### src/rtl/alu_seq.sv
// ---------------------------------------------------------------------------
// alu_seq -- handshaked sequential ALU between operand fetch and writeback.
//
// One operation is accepted per valid/ready transaction. Add/sub/inc/dec,
// logic and shift operations finish in a single cycle. Unsigned multiply
// (low/high half) and restoring divide (quotient/remainder) iterate one bit
// per cycle for WIDTH cycles. The result, destination address and compare
// flags are held in registers until downstream consumes them.
//
// Ports:
//   clk          in   system clock, rising edge
//   rst_n        in   asynchronous active-low reset
//   in_valid     in   operation request
//   in_ready     out  request can be accepted this cycle
//   mode         in   [1:0] 00 pass/address, 01 arith, 10 logic, 11 reserved
//   opcode       in   [3:0] operation within mode
//   op1, op2     in   [WIDTH-1:0] operands A and B
//   op1_regaddr  in   [ADDR_W-1:0] destination for arith/logic results
//   op2_regaddr  in   [ADDR_W-1:0] destination for pass mode
//   out_valid    out  result registers valid
//   out_ready    in   downstream consumes the result
//   alu_out      out  [WIDTH-1:0] result
//   addr_out     out  [ADDR_W-1:0] destination address
//   za zb eq gt lt out unsigned compare flags of the accepted operands
//   cout         out  carry (ADD/INC) or inverted borrow (SUB/DEC)
//   dz           out  divide by zero on DIV/REM
//   err          out  reserved mode or undefined opcode
// ---------------------------------------------------------------------------
module alu_seq #(
   parameter int WIDTH  = 16,
   parameter int ADDR_W = 16,
   parameter int SH_W   = $clog2(WIDTH)
) (
   input  logic              clk,
   input  logic              rst_n,
   input  logic              in_valid,
   output logic              in_ready,
   input  logic [1:0]        mode,
   input  logic [3:0]        opcode,
   input  logic [WIDTH-1:0]  op1,
   input  logic [WIDTH-1:0]  op2,
   input  logic [ADDR_W-1:0] op1_regaddr,
   input  logic [ADDR_W-1:0] op2_regaddr,
   output logic              out_valid,
   input  logic              out_ready,
   output logic [WIDTH-1:0]  alu_out,
   output logic [ADDR_W-1:0] addr_out,
   output logic              za,
   output logic              zb,
   output logic              eq,
   output logic              gt,
   output logic              lt,
   output logic              cout,
   output logic              dz,
   output logic              err
);

   typedef enum logic [1:0] {
      ST_IDLE = 2'b00,
      ST_BUSY = 2'b01,
      ST_DONE = 2'b10
   } state_t;

   // Iterative operation kinds, encoded as opcode[1:0] of arith opcodes 4..7.
   localparam logic [1:0] MOP_MUL  = 2'b00;
   localparam logic [1:0] MOP_MULH = 2'b01;
   localparam logic [1:0] MOP_DIV  = 2'b10;

   // Control and iteration state
   state_t            state_r;
   logic [SH_W-1:0]   cnt_r;
   logic [1:0]        mop_r;
   logic [WIDTH-1:0]  acc_hi_r;     // mul: partial product high half / div: remainder
   logic [WIDTH-1:0]  acc_lo_r;     // mul: multiplier bits / div: dividend -> quotient
   logic [WIDTH-1:0]  oper_r;       // mul: multiplicand / div: divisor
   logic [ADDR_W-1:0] addr_pend_r;

   // Output registers
   logic              out_valid_r;
   logic [WIDTH-1:0]  alu_out_r;
   logic [ADDR_W-1:0] addr_out_r;
   logic              za_r;
   logic              zb_r;
   logic              eq_r;
   logic              gt_r;
   logic              lt_r;
   logic              cout_r;
   logic              dz_r;
   logic              err_r;

   // Combinational helpers
   logic              acc_s;
   logic [SH_W-1:0]   shamt_s;
   logic [WIDTH:0]    sum_w_s;
   logic [WIDTH:0]    dif_w_s;
   logic [WIDTH:0]    inc_w_s;
   logic [WIDTH:0]    dec_w_s;
   logic [WIDTH-1:0]  sc_res_s;
   logic              sc_cout_s;
   logic              sc_err_s;
   logic [ADDR_W-1:0] sc_addr_s;
   logic              is_multi_s;
   logic [WIDTH:0]    mul_sum_s;
   logic [WIDTH-1:0]  mul_hi_nx_s;
   logic [WIDTH-1:0]  mul_lo_nx_s;
   logic [WIDTH:0]    div_sh_s;
   logic [WIDTH-1:0]  div_diff_s;
   logic              div_ge_s;
   logic [WIDTH-1:0]  div_rem_nx_s;
   logic [WIDTH-1:0]  div_q_nx_s;
   logic [WIDTH-1:0]  mc_res_s;

   // in_ready is combinational on out_ready so a consume and a new accept
   // can share one edge; out_ready only matters while out_valid is high,
   // which coincides with ST_DONE.
   assign in_ready = (state_r == ST_IDLE) || ((state_r == ST_DONE) && out_ready);
   assign acc_s    = in_valid && in_ready;

   assign shamt_s  = op2[SH_W-1:0];
   assign sum_w_s  = {1'b0, op1} + {1'b0, op2};
   assign dif_w_s  = {1'b0, op1} - {1'b0, op2};
   assign inc_w_s  = {1'b0, op1} + {{WIDTH{1'b0}}, 1'b1};
   assign dec_w_s  = {1'b0, op1} - {{WIDTH{1'b0}}, 1'b1};

   // Single-cycle result, carry, error and destination for the incoming request
   always_comb begin
      sc_res_s   = {WIDTH{1'b0}};
      sc_cout_s  = 1'b0;
      sc_err_s   = 1'b0;
      sc_addr_s  = op1_regaddr;
      is_multi_s = 1'b0;
      case (mode)
         2'b00: begin
            sc_res_s  = op2;
            sc_addr_s = op2_regaddr;
         end
         2'b01: begin
            case (opcode)
               4'd0: begin
                  sc_res_s  = sum_w_s[WIDTH-1:0];
                  sc_cout_s = sum_w_s[WIDTH];
               end
               4'd1: begin
                  sc_res_s  = dif_w_s[WIDTH-1:0];
                  sc_cout_s = ~dif_w_s[WIDTH];
               end
               4'd2: begin
                  sc_res_s  = inc_w_s[WIDTH-1:0];
                  sc_cout_s = inc_w_s[WIDTH];
               end
               4'd3: begin
                  sc_res_s  = dec_w_s[WIDTH-1:0];
                  sc_cout_s = ~dec_w_s[WIDTH];
               end
               4'd4, 4'd5, 4'd6, 4'd7: is_multi_s = 1'b1;
               default: sc_err_s = 1'b1;
            endcase
         end
         2'b10: begin
            case (opcode)
               4'd0:    sc_res_s = op1 & op2;
               4'd1:    sc_res_s = op1 | op2;
               4'd2:    sc_res_s = op1 ^ op2;
               4'd3:    sc_res_s = ~op1;
               4'd4:    sc_res_s = op1 << shamt_s;
               4'd5:    sc_res_s = op1 >> shamt_s;
               4'd6:    sc_res_s = $unsigned($signed(op1) >>> shamt_s);
               4'd7:    sc_res_s = op1;
               default: sc_err_s = 1'b1;
            endcase
         end
         default: begin
            sc_addr_s = {ADDR_W{1'b0}};
            sc_err_s  = 1'b1;
         end
      endcase
   end

   // One shift-add multiply step: add multiplicand if the current multiplier
   // bit is set, then shift the {carry, hi, lo} chain right by one.
   assign mul_sum_s   = {1'b0, acc_hi_r} + ({1'b0, oper_r} & {(WIDTH+1){acc_lo_r[0]}});
   assign mul_hi_nx_s = mul_sum_s[WIDTH:1];
   assign mul_lo_nx_s = {mul_sum_s[0], acc_lo_r[WIDTH-1:1]};

   // One restoring-divide step. The partial remainder stays below the divisor,
   // so the trial difference always fits WIDTH bits when it is kept. A zero
   // divisor makes every step succeed: quotient all ones, remainder = dividend.
   assign div_sh_s     = {acc_hi_r, acc_lo_r[WIDTH-1]};
   assign div_ge_s     = (div_sh_s >= {1'b0, oper_r});
   assign div_diff_s   = div_sh_s[WIDTH-1:0] - oper_r;
   assign div_rem_nx_s = div_ge_s ? div_diff_s : div_sh_s[WIDTH-1:0];
   assign div_q_nx_s   = {acc_lo_r[WIDTH-2:0], div_ge_s};

   // Final iterative result selected from the values produced by the last step
   always_comb begin
      mc_res_s = {WIDTH{1'b0}};
      case (mop_r)
         MOP_MUL:  mc_res_s = mul_lo_nx_s;
         MOP_MULH: mc_res_s = mul_hi_nx_s;
         MOP_DIV:  mc_res_s = div_q_nx_s;
         default:  mc_res_s = div_rem_nx_s;
      endcase
   end

   // Control FSM with iteration datapath and registered outputs
   always_ff @(posedge clk or negedge rst_n) begin
      if (!rst_n) begin
         state_r     <= ST_IDLE;
         cnt_r       <= {SH_W{1'b0}};
         mop_r       <= 2'b00;
         acc_hi_r    <= {WIDTH{1'b0}};
         acc_lo_r    <= {WIDTH{1'b0}};
         oper_r      <= {WIDTH{1'b0}};
         addr_pend_r <= {ADDR_W{1'b0}};
         out_valid_r <= 1'b0;
         alu_out_r   <= {WIDTH{1'b0}};
         addr_out_r  <= {ADDR_W{1'b0}};
         za_r        <= 1'b0;
         zb_r        <= 1'b0;
         eq_r        <= 1'b0;
         gt_r        <= 1'b0;
         lt_r        <= 1'b0;
         cout_r      <= 1'b0;
         dz_r        <= 1'b0;
         err_r       <= 1'b0;
      end else begin
         case (state_r)
            ST_BUSY: begin
               // in_valid is ignored here: in_ready is low throughout BUSY
               acc_hi_r <= mop_r[1] ? div_rem_nx_s : mul_hi_nx_s;
               acc_lo_r <= mop_r[1] ? div_q_nx_s   : mul_lo_nx_s;
               cnt_r    <= cnt_r - {{(SH_W-1){1'b0}}, 1'b1};
               if (cnt_r == {SH_W{1'b0}}) begin
                  state_r     <= ST_DONE;
                  out_valid_r <= 1'b1;
                  alu_out_r   <= mc_res_s;
                  addr_out_r  <= addr_pend_r;
                  cout_r      <= 1'b0;
                  err_r       <= 1'b0;
                  dz_r        <= mop_r[1] && (oper_r == {WIDTH{1'b0}});
               end
            end
            ST_IDLE, ST_DONE: begin
               if (acc_s) begin
                  za_r <= (op1 == {WIDTH{1'b0}});
                  zb_r <= (op2 == {WIDTH{1'b0}});
                  eq_r <= (op1 == op2);
                  gt_r <= (op1 > op2);
                  lt_r <= (op1 < op2);
                  if (is_multi_s) begin
                     state_r     <= ST_BUSY;
                     out_valid_r <= 1'b0;
                     cnt_r       <= SH_W'(WIDTH - 1);
                     mop_r       <= opcode[1:0];
                     addr_pend_r <= op1_regaddr;
                     acc_hi_r    <= {WIDTH{1'b0}};
                     // divide works on the dividend in acc_lo, multiply
                     // walks the multiplier bits through acc_lo
                     acc_lo_r    <= opcode[1] ? op1 : op2;
                     oper_r      <= opcode[1] ? op2 : op1;
                  end else begin
                     state_r     <= ST_DONE;
                     out_valid_r <= 1'b1;
                     alu_out_r   <= sc_res_s;
                     addr_out_r  <= sc_addr_s;
                     cout_r      <= sc_cout_s;
                     dz_r        <= 1'b0;
                     err_r       <= sc_err_s;
                  end
               end else if ((state_r == ST_DONE) && out_ready) begin
                  // consume without a new request; result registers keep value
                  state_r     <= ST_IDLE;
                  out_valid_r <= 1'b0;
               end else begin
                  state_r <= state_r;
               end
            end
            default: begin
               state_r     <= ST_IDLE;
               out_valid_r <= 1'b0;
            end
         endcase
      end
   end

   assign out_valid = out_valid_r;
   assign alu_out   = alu_out_r;
   assign addr_out  = addr_out_r;
   assign za        = za_r;
   assign zb        = zb_r;
   assign eq        = eq_r;
   assign gt        = gt_r;
   assign lt        = lt_r;
   assign cout      = cout_r;
   assign dz        = dz_r;
   assign err       = err_r;

endmodule

### config.mk
export PLATFORM = sky130hd
export DESIGN_NAME = alu_seq
export DESIGN_NICKNAME = d
export VERILOG_FILES = /design/src/rtl/alu_seq.sv
export SDC_FILE = /design/constraint.sdc
export NUM_CORES = 1
export LEC_CHECK = 0
export ABC_AREA = 1
export CORE_MARGIN = 3
export CORE_UTILIZATION = 56
export CTS_CLUSTER_SIZE = 40
export DETAILED_ROUTE_END_ITERATION = 6
export GPL_ROUTABILITY_DRIVEN = 0
export PLACE_DENSITY = 0.75
export SYNTH_ARGS = -nofsm -noshare
export SYNTH_HDL_FRONTEND = slang
export SYNTH_SLANG_ARGS = --single-unit
export TNS_END_PERCENT = 10
### constraint.sdc
create_clock -name clk -period 4.9 [get_ports clk]
set_input_delay 0.98 -clock clk [delete_from_list [all_inputs] [get_ports clk]]
set_output_delay 0.98 -clock clk [all_outputs]
set_load 0.01 [all_outputs]
==> flow_metrics.tcl <==
set metrics [dict create \
    status "finished, violations left" \
    violations "design-rule violations" \
    final_nets 2591 \
    num_vias 17100 \
    clock_sinks 112 \
    cts_htree_levels 3 \
    cts_root_buf "clkbuf_16" \
    drive_above_1_share 0.0429 \
    path_clk_slew_ns 0.09 \
    rsz0062_at_grt "false" \
    ff2ff_setup_slack_ns 1.60 \
    syn2layout_area_growth_pct 12.1 \
    avgSynthCellArea_sq_um 5.79 \
    ys.warnings.count 0 \
    p_sw_w 0.00377 \
    yosys.area_share.xor_xnor 0.00448 \
    synth_area_leaders "nand2_1 23%, dfrtp_1 20%, nand3_1 9.1%" \
    period_needed_ns 4.19 \
    synthFlopType "dfrtp_1" \
    clockBufferDepth 2 \
    drtIter0Drc 2646 \
    holdPathStages 2 \
    multi_input_area_sq_um 9340 \
    setup_slack_ns 0.707 \
    min_to "addr_pend_r[0]" \
    synth_top_family_by_area "simple AND/OR/NAND/NOR gates" \
    cp_max_fo 11 \
    cts_made_buffers 9 \
    reg2reg_depth 21 \
    io_buffers 115 \
    synth_simple_gate_area_share 0.418 \
    cap_viol_max_count 0 \
    hold_violations 0 \
    core_sq_um 23800 \
    start_util 0.576 \
    synth.most_common_cell "nand2_1" \
    worstSetupStartpoint "op1[12]" \
    yosys.area_share.adder 0.0900 \
    slew_viol_final 0 \
    ys_seq_area_frac 0.205 \
    tns_ns 0 \
    drc_errors 7 \
    cts_tree "yes" \
    clockPowerShare 0.113 \
    p_leak_nw 7.98 \
    die_x_um 162 \
    cts_hold_buf 0 \
    ys_types 54 \
    seqCellArea_sq_um 2800 \
    r2r-end "alu_out[11]" \
    syn_inst 2363 \
    wl_per_cell_um 20.1 \
    start_kind "input pin" \
    hp-start "addr_pend_r[0]" \
    cp-end-kind "register" \
    min_path_type "register to register" \
    worstSetupPathType "input pin to register" \
    synth_compound_area_frac 0.170 \
    combinationalPowerShare 0.645 \
    cellInternalPower_w 0.00324 \
    required_ns 5.21 \
    synth_edf_count 0 \
    rows 56 \
    synth_top_cell_by_area "nand2_1" \
    fmax_ghz 0.238 \
    sw_frac_of_total 0.538 \
    r2r_start "acc_lo_r[0]" \
    wirelength_um 55200 \
    die_h_um 162 \
    grt.total_usage 0.409 \
    arrival_ns 4.50 \
    overflow 0 \
    cellPowerDensity_nw_per_um2 457 \
    nFillCells 2330 \
    grt_first_pass_wirelength_um 85300 \
    grt_pass1_vias 15600 \
    grt_max_degree 54 \
    skew_ns 0.0134 \
    peakVddDrop_v 0.000306 \
    finalCritPeriodShare 0.856 \
    synth_top_cell_area_share 0.230 \
    n_antenna_cell 0 \
    firstDrtPassIters 7 \
    async_reset_ff_frac 1.00 \
    max-slew-margin-rel 0.302 \
    share_seq_of_total_power 0.242 \
    synth_nets 2533 \
    dieArea_sq_um 26300 \
    grt_antenna_before_repair 0 \
    synth_mux_area_frac 0 \
    setup_viol 0 \
    cts_setup_buffers 0 \
    synth_seq_cells 112 \
    io_pins 116 \
    postRouteAntennaNets 0 \
    synth_area_sq_um 13700 \
    dpl.hpwl_um 42500 \
    insertion_delay_ns 0.37 \
    dp_slack_ns 0.603 \
    routed_via_density 6.23 \
    cts_resized 0 \
    tightest_slew_ns 1.04 \
    synth_commonest_cells "838 x nand2_1, 254 x inv_1, 250 x nand3_1" \
]
worst max-delay path: stages:
cell and delay (ns):
clkdlybuf4s50_1 0.46, buf_4 0.24, clkinv_1 0.44, ha_1 0.76, inv_1 0.23, nand2_1 0.13, inv_1 0.09, nand2_1 0.12
inv_1 0.06, a21oi_1 0.21, nand2_1 0.11, nand2_1 0.07, nand3_1 0.06, nand3_1 0.08, nand2_1 0.08, nand2_1 0.08
nand2_1 0.08, nand2_1 0.10, nand2_1 0.06, nand2_1 0.06
state kept, by name, summed over array words and instances (netlist names), 2 cells and up:
name         cells
acc_lo_r        16
alu_out         16
mop_r            2
state_r          2
oper_r          16
addr_pend_r     16
acc_hi_r        16
addr_out        16
cnt_r            4
per-layer routing:
layer / track usage / wire length, um / vias up
met2: 0.602 / 22900 / 1268
met1: 0.552 / 21100 / 7774
met5: 0 / 0 / -
met4: 0.165 / 2850 / 0
met3: 0.139 / 8450 / 245
li1: - / - / 7820
how the worst max path moves through the flow:
stage,endpoint,slack (ns),cells past startpoint
floorplan,alu_out[15],1.97,20
global placement,alu_out[15],0.64,20
detailed placement,alu_out[15],0.60,20
CTS,alu_out[15],0.98,20
global route,alu_out[15],0.59,20
finish,alu_out[15],0.71,20
logic make-up after synthesis:
group | Yosys count
AND/OR/NAND/NOR | 1363
adder cells (fa/ha/maj) | 96
buffers and inverters | 381
XOR/XNOR | 7
AO/OA/AOI/OAI | 404
flip-flops | 112
cell usage in the layout, fill, tap and decap left out, drive strengths merged, types with 8 or more instances in the layout:
master         count
nand2            843
inv              269
nand3            250
nor2             176
o21ai            174
a21oi            121
clkdlybuf4s50    113
dfrtp            112
ha                92
buf               45
nand4             40
a22oi             19
nor3              18
a31oi             16
a22o              16
o22ai             15
and2              10
nand3b            10
o211ai            10
clkbuf             9
or2                8
clkinv             8
area by class of cell:
type | instances | share of cell area
repair buffers | 158 | 0.0956
well taps | 319 | 0.0260
clock inverters | 7 | 0.00579
flip-flops and latches | 112 | 0.183
inverters | 270 | 0.0661
clock buffers | 9 | 0.0147
multi-input cells | 1870 | 0.609
metrics by stage:
step	instances	util	cell area, sq um	hold WS [ns]	total power [W]
floorplan	2363	-	13700	0.443	0.00460
global placement	2729	0.632	15000	0.454	0.00598
detailed placement	2729	0.632	15000	0.464	0.00606
CTS	2745	0.646	15300	0.486	0.00688
global route	2745	0.646	15300	0.502	0.00756
finish	2745	0.646	15300	0.484	0.00701
power by group through the flow:
stage          combinational (W)  sequential [W]  clock (W)
2_1_floorplan            0.00300         0.00160          0
3_3_place_gp             0.00430         0.00168          0
3_5_place_dp             0.00437         0.00169          0
4_1_cts                  0.00440         0.00168   0.000799
5_1_grt                  0.00500         0.00173   0.000831
6_report                 0.00452         0.00169   0.000793
(Power assumes the default switching activity.)
